### src/rtl/cic_decimator.sv
// cic_decimator: run-time ratio CIC decimator for a 1-bit sigma-delta bitstream.
// Ports:
//   clk        - sample clock; one din bit per cycle
//   rst        - synchronous, active-high reset
//   en         - run enable; rising edge starts a conversion
//   dec_ratio  - decimation ratio R, latched (clamped to 2..RMAX) on IDLE->WARMUP
//   din        - modulator bit (0 or 1)
//   dout       - decimated sample, ACC_W bits zero-extended to OUT_W
//   dout_valid - one-cycle strobe marking a new dout
//   running    - high while in WARMUP or RUN
module cic_decimator #(
    parameter int unsigned ORDER     = 2,
    parameter int unsigned RMAX_LOG2 = 8,
    parameter int unsigned OUT_W     = 32
) (
    input  logic                 clk,
    input  logic                 rst,
    input  logic                 en,
    input  logic [RMAX_LOG2:0]   dec_ratio,
    input  logic                 din,
    output logic [OUT_W-1:0]     dout,
    output logic                 dout_valid,
    output logic                 running
);

    localparam int unsigned ACC_W  = ORDER * RMAX_LOG2 + 1;
    localparam int unsigned CNT_W  = RMAX_LOG2;
    localparam int unsigned R_W    = RMAX_LOG2 + 1;
    localparam int unsigned WCNT_W = $clog2(ORDER + 1);

    localparam logic [R_W-1:0] R_MIN = R_W'(2);
    localparam logic [R_W-1:0] R_MAX = R_W'(2 ** RMAX_LOG2);

    // Elaboration-time parameter sanity
    if (ORDER == 0 || ORDER > 4) begin : g_bad_order
        $error("cic_decimator: ORDER must be in 1..4");
    end
    if (ACC_W > OUT_W) begin : g_bad_out_w
        $error("cic_decimator: OUT_W too narrow for ACC_W");
    end

    typedef enum logic [1:0] {
        S_IDLE   = 2'd0,
        S_WARMUP = 2'd1,
        S_RUN    = 2'd2
    } state_e;

    state_e              state_q, state_d;
    logic [R_W-1:0]      r_q, r_d;
    logic [CNT_W-1:0]    cnt_q, cnt_d;
    logic [WCNT_W-1:0]   wcnt_q, wcnt_d;
    logic [ACC_W-1:0]    integ_q [ORDER];
    logic [ACC_W-1:0]    integ_d [ORDER];
    logic [ACC_W-1:0]    dly_q   [ORDER];
    logic [ACC_W-1:0]    dly_d   [ORDER];
    logic [OUT_W-1:0]    dout_q, dout_d;
    logic                dout_valid_q, dout_valid_d;
    logic                running_q, running_d;

    logic [ACC_W-1:0]    comb_c [ORDER+1];
    logic                tick_c;

    assign dout       = dout_q;
    assign dout_valid = dout_valid_q;
    assign running    = running_q;

    // Comb chain; only meaningful on a tick, fed by the pre-update last integrator
    always_comb begin
        comb_c[0] = integ_q[ORDER-1];
        for (int k = 1; k <= ORDER; k++) begin
            comb_c[k] = comb_c[k-1] - dly_q[k-1];
        end
    end

    assign tick_c = (state_q != S_IDLE) && (cnt_q == CNT_W'(r_q - R_W'(1)));

    // Next-state and datapath
    always_comb begin
        state_d      = state_q;
        r_d          = r_q;
        cnt_d        = cnt_q;
        wcnt_d       = wcnt_q;
        dout_d       = dout_q;
        dout_valid_d = 1'b0;
        for (int k = 0; k < ORDER; k++) begin
            integ_d[k] = integ_q[k];
            dly_d[k]   = dly_q[k];
        end

        case (state_q)
            S_IDLE: begin
                if (en) begin
                    state_d = S_WARMUP;
                    if (dec_ratio < R_MIN) begin
                        r_d = R_MIN;
                    end else if (dec_ratio > R_MAX) begin
                        r_d = R_MAX;
                    end else begin
                        r_d = dec_ratio;
                    end
                    cnt_d  = '0;
                    wcnt_d = '0;
                    for (int k = 0; k < ORDER; k++) begin
                        integ_d[k] = '0;
                        dly_d[k]   = '0;
                    end
                end
            end
            S_WARMUP, S_RUN: begin
                if (!en) begin
                    // Abort beats a coincident tick: no output this cycle
                    state_d = S_IDLE;
                    cnt_d   = '0;
                    wcnt_d  = '0;
                    for (int k = 0; k < ORDER; k++) begin
                        integ_d[k] = '0;
                        dly_d[k]   = '0;
                    end
                end else begin
                    // Pipelined integrators: each stage adds the previous stage's old value
                    integ_d[0] = integ_q[0] + ACC_W'(din);
                    for (int k = 1; k < ORDER; k++) begin
                        integ_d[k] = integ_q[k] + integ_q[k-1];
                    end
                    cnt_d = tick_c ? '0 : cnt_q + CNT_W'(1);
                    if (tick_c) begin
                        for (int k = 0; k < ORDER; k++) begin
                            dly_d[k] = comb_c[k];
                        end
                        if (state_q == S_RUN) begin
                            dout_d       = OUT_W'(comb_c[ORDER]);
                            dout_valid_d = 1'b1;
                        end else if (wcnt_q == WCNT_W'(ORDER - 1)) begin
                            state_d = S_RUN;
                            wcnt_d  = '0;
                        end else begin
                            wcnt_d = wcnt_q + WCNT_W'(1);
                        end
                    end
                end
            end
            default: begin
                state_d = S_IDLE;
            end
        endcase

        running_d = (state_d != S_IDLE);
    end

    // State and datapath registers
    always_ff @(posedge clk) begin
        if (rst) begin
            state_q      <= S_IDLE;
            r_q          <= R_MIN;
            cnt_q        <= '0;
            wcnt_q       <= '0;
            dout_q       <= '0;
            dout_valid_q <= 1'b0;
            running_q    <= 1'b0;
            for (int k = 0; k < ORDER; k++) begin
                integ_q[k] <= '0;
                dly_q[k]   <= '0;
            end
        end else begin
            state_q      <= state_d;
            r_q          <= r_d;
            cnt_q        <= cnt_d;
            wcnt_q       <= wcnt_d;
            dout_q       <= dout_d;
            dout_valid_q <= dout_valid_d;
            running_q    <= running_d;
            for (int k = 0; k < ORDER; k++) begin
                integ_q[k] <= integ_d[k];
                dly_q[k]   <= dly_d[k];
            end
        end
    end

endmodule

### config.mk
export PLATFORM = sky130hd
export DESIGN_NAME = cic_decimator
export DESIGN_NICKNAME = d
export VERILOG_FILES = /design/src/rtl/cic_decimator.sv
export SDC_FILE = /design/constraint.sdc
export NUM_CORES = 1
export LEC_CHECK = 0
export ABC_AREA = 1
export BUFFER_PORTS_ARGS = -buffer_cell sky130_fd_sc_hd__clkbuf_2
export CORE_MARGIN = 2
export CORE_UTILIZATION = 30
export DETAILED_ROUTE_END_ITERATION = 8
export SLEW_MARGIN = 20
export SYNTH_ARGS = -nofsm -noshare
export SYNTH_HDL_FRONTEND = slang
export SYNTH_SLANG_ARGS = --single-unit
### constraint.sdc
create_clock -name clk -period 2.9 [get_ports clk]
set_input_delay 0.58 -clock clk [delete_from_list [all_inputs] [get_ports clk]]
set_output_delay 0.58 -clock clk [all_outputs]
set_load 0.02 [all_outputs]
* Word level (Yosys, flattened, before mapping)
Memory sizes are Yosys's and may differ from the RTL's.
Index checks and enable logic that the tools add are counted.
** Cells by class
- Add/subtract/negate cells :: 7
- Magnitude comparators :: 2
- Eq/ne operators :: 7
- Muxes and demuxes :: 33
- Bitwise gates (word level) :: 7
- Reductions and logical operators :: 11
** Operators with widths (number)
- $mux 34 :: 5
- $pmux 34 s2 :: 2
- $mux 17 :: 4
- $mux 8 :: 5
- $sub 17x17->17 :: 2
- $mux 2 :: 10
- $add 17x1->17 :: 1
- $add 17x17->17 :: 1
- $pmux 8 s2 :: 1
- $gt 9x9->1 const B :: 1
- $lt 9x2->1 const B :: 1
- $add 8x1->8 const B :: 1
- $eq 8x8->1 :: 1
- $pmux 2 s2 :: 2
- $reduce_and 4->1 :: 2
- $sub 8x1->8 const B :: 1
- $ne 3x3->1 const B :: 2
- $reduce_bool 2->1 :: 3
- $eq 2x1->1 const B :: 2
- $mux 1 :: 4
- $or 1x1->1 :: 4
- $reduce_and 2->1 :: 2
- $reduce_or 4->1 :: 1
- $not 1->1 :: 3
- 6 further kinds :: 6
** Word-level totals
- Register bits after elaboration :: 39
- Memory bits (writable) :: 68
- Bits of input ports :: 13
- Logic and storage cells :: 76
- Memories kept :: 2
** Memory list
- dly_q :: words 2, bits a word 17, rd ports 2, clocked after memory_dff 0, write ports 2, RTL line 54 : logic [ACC_W-1:0] dly_q [ORDER];
- integ_q :: words 2, bits a word 17, rd ports 2, clocked after memory_dff 0, write ports 2, RTL line 52 : logic [ACC_W-1:0] integ_q [ORDER];

* Longest topological paths before layout
- Word-level depth :: 7
- Mapped depth :: 23
- Mapped depth without buffers :: 23

* Worst setup path before layout
OpenSTA, ideal clock, no wires.
- Path type :: reg-to-reg
- Start :: memory integ_q[0][17] in the netlist's numbering
- End :: register dout_q[15] (netlist: dout[15])
- Arrival time :: 2.697 ns
- Data required time :: 2.782 ns
- Setup slack :: 0.085 ns
- Cell stages (with the launch flop) :: 19
- Buffers on the path :: 1
- Clock period less this slack :: 2.815 ns
- Cell sequence :: dfxtp_1 -> inv_1 -> ha_1 -> fa_1 -> inv_1 -> nand3_1 -> nand2_1 -> nand2_1 -> nand2_1 -> xor2_1 -> ha_1 -> clkbuf_1 -> a21oi_1 -> o21a_1 -> nor2_1 -> nor2_1 -> a21oi_1 -> nor2_1 -> a21oi_1
** RTL lines
- start: declaration :: RTL line 52
- end signal: assignment :: RTL line 169 : dout_q <= dout_d;
- end: declaration :: RTL line 56 : logic [OUT_W-1:0] dout_q, dout_d;

==> summary.md <==
| Metric | Value |
|---|---|
| Status | `completed` |
| DP Worst Slack | `-0.06236 ns` |
| Worst skew pair latency | `0.36 ns` |
| Tightest Pin Transition | `0.7856 ns` |
| CP top delay family | `compound AO/OA/AOI/OAI gates` |
| Final setup margin | `0.1523 ns` |
| Initial DRT Pass Iterations | `5` |
| Buf/Inv on CP | `3` |
| Worst Setup End Kind | `register` |
| CTS Hold Buffers Added | `0` |
| Remaining global-route overflow | `0` |
| Iter 0 DRT Violations | `approximately 350` |
| Die area | `about 26000 um2` |
| M3 GR Usage | `roughly 2.3%` |
| Placed insts | `1486` |
| Post-route cell area | `8717 um2` |
| Net Sw Power | `0.9884 mW` |
| Post-Layout Cell Count | `1500` |
| Clock power frac | `36.6%` |
| Placer congestion estimate | `approximately 0.84` |
| Share of cells above drive strength 1 | `15.05%` |
| Placed cell areas | `8056 um2` |
| HPWL Detailed | `13500 um` |
| WL/cell | `12.14 um` |
| Crit Path Max Fanout | `5` |
| Core Box Area | `24110 um2` |
| Synth cell types | `44` |
| CTS Buffer Depth | `2` |
| DRC Markers | `0` |
| Grt met1 use | `18.20%` |
| Final hold vios | `0` |
| CP Class | `register to register` |
| Vias per cell | `4.641` |
| Classification of the worst-slack hold path | `register to register` |
| Slowest cell delay on critical path | `~0.34 ns` |
| Final setup violation count | `0` |
| Die span in y | `160.2 um` |
| Yosys reg bits | `107` |
| Sequential share of the synthesized area | `between 20% and 30%` |
| Switching Share | `28.99%` |
| Slew HR | `47.63%` |
| Comb power frac | `19.6%` |
| Most used flip-flop cell after synthesis | `dfxtp_1` |
| PD cells | `about 390 nW/um2` |
| Row count | `57` |
| Yosys warning count | `0` |
| Chip width | `160.2 um` |
| Period minus WS final | `2.748 ns` |
| GRT met2 Usage | `23.73%` |
| Final period utilization | `between 90% and 100%` |
| Crit path arrival time | `3.04 ns` |
| CP startpoint kind | `register` |
| Clock skew | `0.008523 ns` |
| Clock root buffer master | `clkbuf_16` |
| First-pass GRT wire length | `29810 um` |
| Filler Cell Count | `between 2000 and 3000` |
| Final slew viol count | `0` |
| Mapped Area | `7320 um2` |
| Sum Neg Setup Slack | `0 ns` |
| # nets final | `roughly 1200` |
| Async SR Flop Fraction | `0%` |
| I/O pins | `47` |
| CTS tree | `built` |
| Most frequent cells in the layout | `nand2_1 (275), a21oi_1 (136), inv_1 (131)` |
| Reg clk slew, reported paths | `0.07 ns` |
| Leakage | `3.824 nW` |
| Sequential power share | `43.8%` |
| Initial core utilization | `about 30%` |
| Total Power | `3.410 mW` |
| Crit path required time | `3.19 ns` |
| Post-CTS setup buffer count | `0` |
| Sequence of cells on the critical path | `inv_1 -> ha_2 -> nand2_1 -> inv_1 -> a21oi_1 -> nand2_4 -> xor2_2 -> ha_1 -> buf_4 -> nand2_1 -> o21ai_0 -> a31oi_1 -> a21oi_1 -> nor2_1 -> a21oi_1` |
| Layout area overhead | `19.09%` |
| Layer with the highest usage | `met2` |
| Initial antenna violation count | `0` |
| H-tree depth | `3` |
| Crit path max-delay cell type | `ha_1` |
| Total GRT Usage | `13.96%` |
| Vias in the first global route | `6367` |
| Routed vias | `6961` |
| Final wirelength | `~18000 um` |
| FMAX | `0.3639 GHz` |
| Largest net degree at the start of global routing | `70` |
| Syn Inst Count | `1111` |
| TritonCTS Sinks | `approximately 110` |
| Unrepaired setup endpoints after global routing | `true` |
| Max_cap viols | `0` |
| Antenna cells | `0` |
| Buffers on Ports | `31` |
| CTS buffer count | `9` |
| Antenna viol nets, final | `0` |
| Post-Syn Area per Cell | `6.588 um2` |
| Commonest non-fill, non-tap cell in the layout | `nand2_1` |
| Worst vdd ir | `248.1 uV` |
| Internal power | `roughly 2.4 mW` |
| Most used cell, CP | `a21oi_1` |
| Post-synth EDFFs | `0` |
per-stage QoR:
stage	hold slack [ns]	util, %
4_1_cts	0.4377	34.69
2_1_floorplan	0.4090	-
5_1_grt	0.4591	36.16
3_5_place_dp	0.4266	33.42
3_3_place_gp	0.4226	33.42
6_report	0.4331	36.16
area by class of cell:
type                            instances  area [um2]  share of cell area [%]
Clock buffer                           10       239.0                   2.741
Clock inverter                          4       51.30                  0.5885
Inverter                              133       500.5                   5.741
Multi-Input combinational cell        841        4833                   55.45
Sequential cell                       107        2145                   24.60
Tap cell                              324       405.4                   4.650
Timing Repair Buffer                   81       543.0                   6.229
what timing repair did:
| action | 4_1_cts | 5_1_grt |
|---|---|---|
| endpoints found under the setup margin | 6 | 10 |
| gates resized for setup | 7 | 67 |
| pin swaps | 6 | 13 |
sequential cells by signal, summed over array words and instances, names as in the netlist:
name,count
dout_valid,1
wcnt_q,2
state_q,2
integ_q,34
cnt_q,8
dout,17
r_q,8
running,1
dly_q,34
per-layer routing:
metal / share of wire [%] / vias to the layer above
met3: 2.9 / 21
met5: 0 / -
li1: - / 3728
met2: 47 / 95
met4: 1.5 / 0
met1: 48 / 3117
power groups by stage:
| stage | Clock, mW | Combinational, mW | Sequential (mW) |
|---|---|---|---|
| final | 1.25 | 0.667 | 1.49 |
| after global routing | 1.34 | 0.742 | 1.49 |
| after CTS | 1.29 | 0.610 | 1.49 |
| after detailed placement | 0 | 0.602 | 1.53 |
| after global placement | 0 | 0.598 | 1.53 |
| after floorplan | 0 | 0.450 | 1.53 |
worst register-to-register path, delay by kind of cell, from the launching register on:
kind / cells / cell delay, ns
AOI/OAI and AO/OA: 5 / 0.87
xor gates and xnor gates: 1 / 0.16
adders and majority gates: 2 / 0.67
buffers and inverters: 3 / 0.25
DFF: 1 / 0.33
and+or+nand+nor: 4 / 0.40
synthesized netlist by cell type, drive strengths merged, types with 4 or more instances:
master	number	area [um2]
nand2	291	1097
o21bai	5	37.54
ha	56	700.7
nor2	87	354.1
inv	132	495.5
o21ai	43	215.2
nor3	20	100.1
xor2	16	147.7
a21o	7	52.55
nand4	9	56.30
xnor2	19	166.4
nand3b	4	30.03
nand3	96	493.0
or2	4	25.02
clkbuf	18	67.56
buf	26	196.4
dfxtp	107	2142
a21oi	149	745.7
path summary, 6_finish.rpt:
path / startpoint / end / slack [ns] / cells after the start
max reg2reg: dly_q[0][7]$_SDFFE_PP0P_ / dout[13]$_SDFFE_PP0P_ / 0.15 / 15
min: wcnt_q[1]$_SDFFE_PP0P_ / wcnt_q[1]$_SDFFE_PP0P_ / 0.43 / 2
min reg2reg: wcnt_q[1]$_SDFFE_PP0P_ / wcnt_q[1]$_SDFFE_PP0P_ / 0.43 / 2
max: dly_q[0][7]$_SDFFE_PP0P_ / dout[13]$_SDFFE_PP0P_ / 0.15 / 15
kinds of logic (layout without fill, tap and decap cells):
logic type	after synthesis	after routing	synth area share [%]
buf+inv	177	228	10.44
xor+xnor	35	35	4.291
compound gates	216	216	15.66
flops	107	107	29.26
other cells	1	15	0.05123
fa+ha+maj	59	59	10.39
simple gates	516	516	29.90
(Power assumes the default switching activity.)
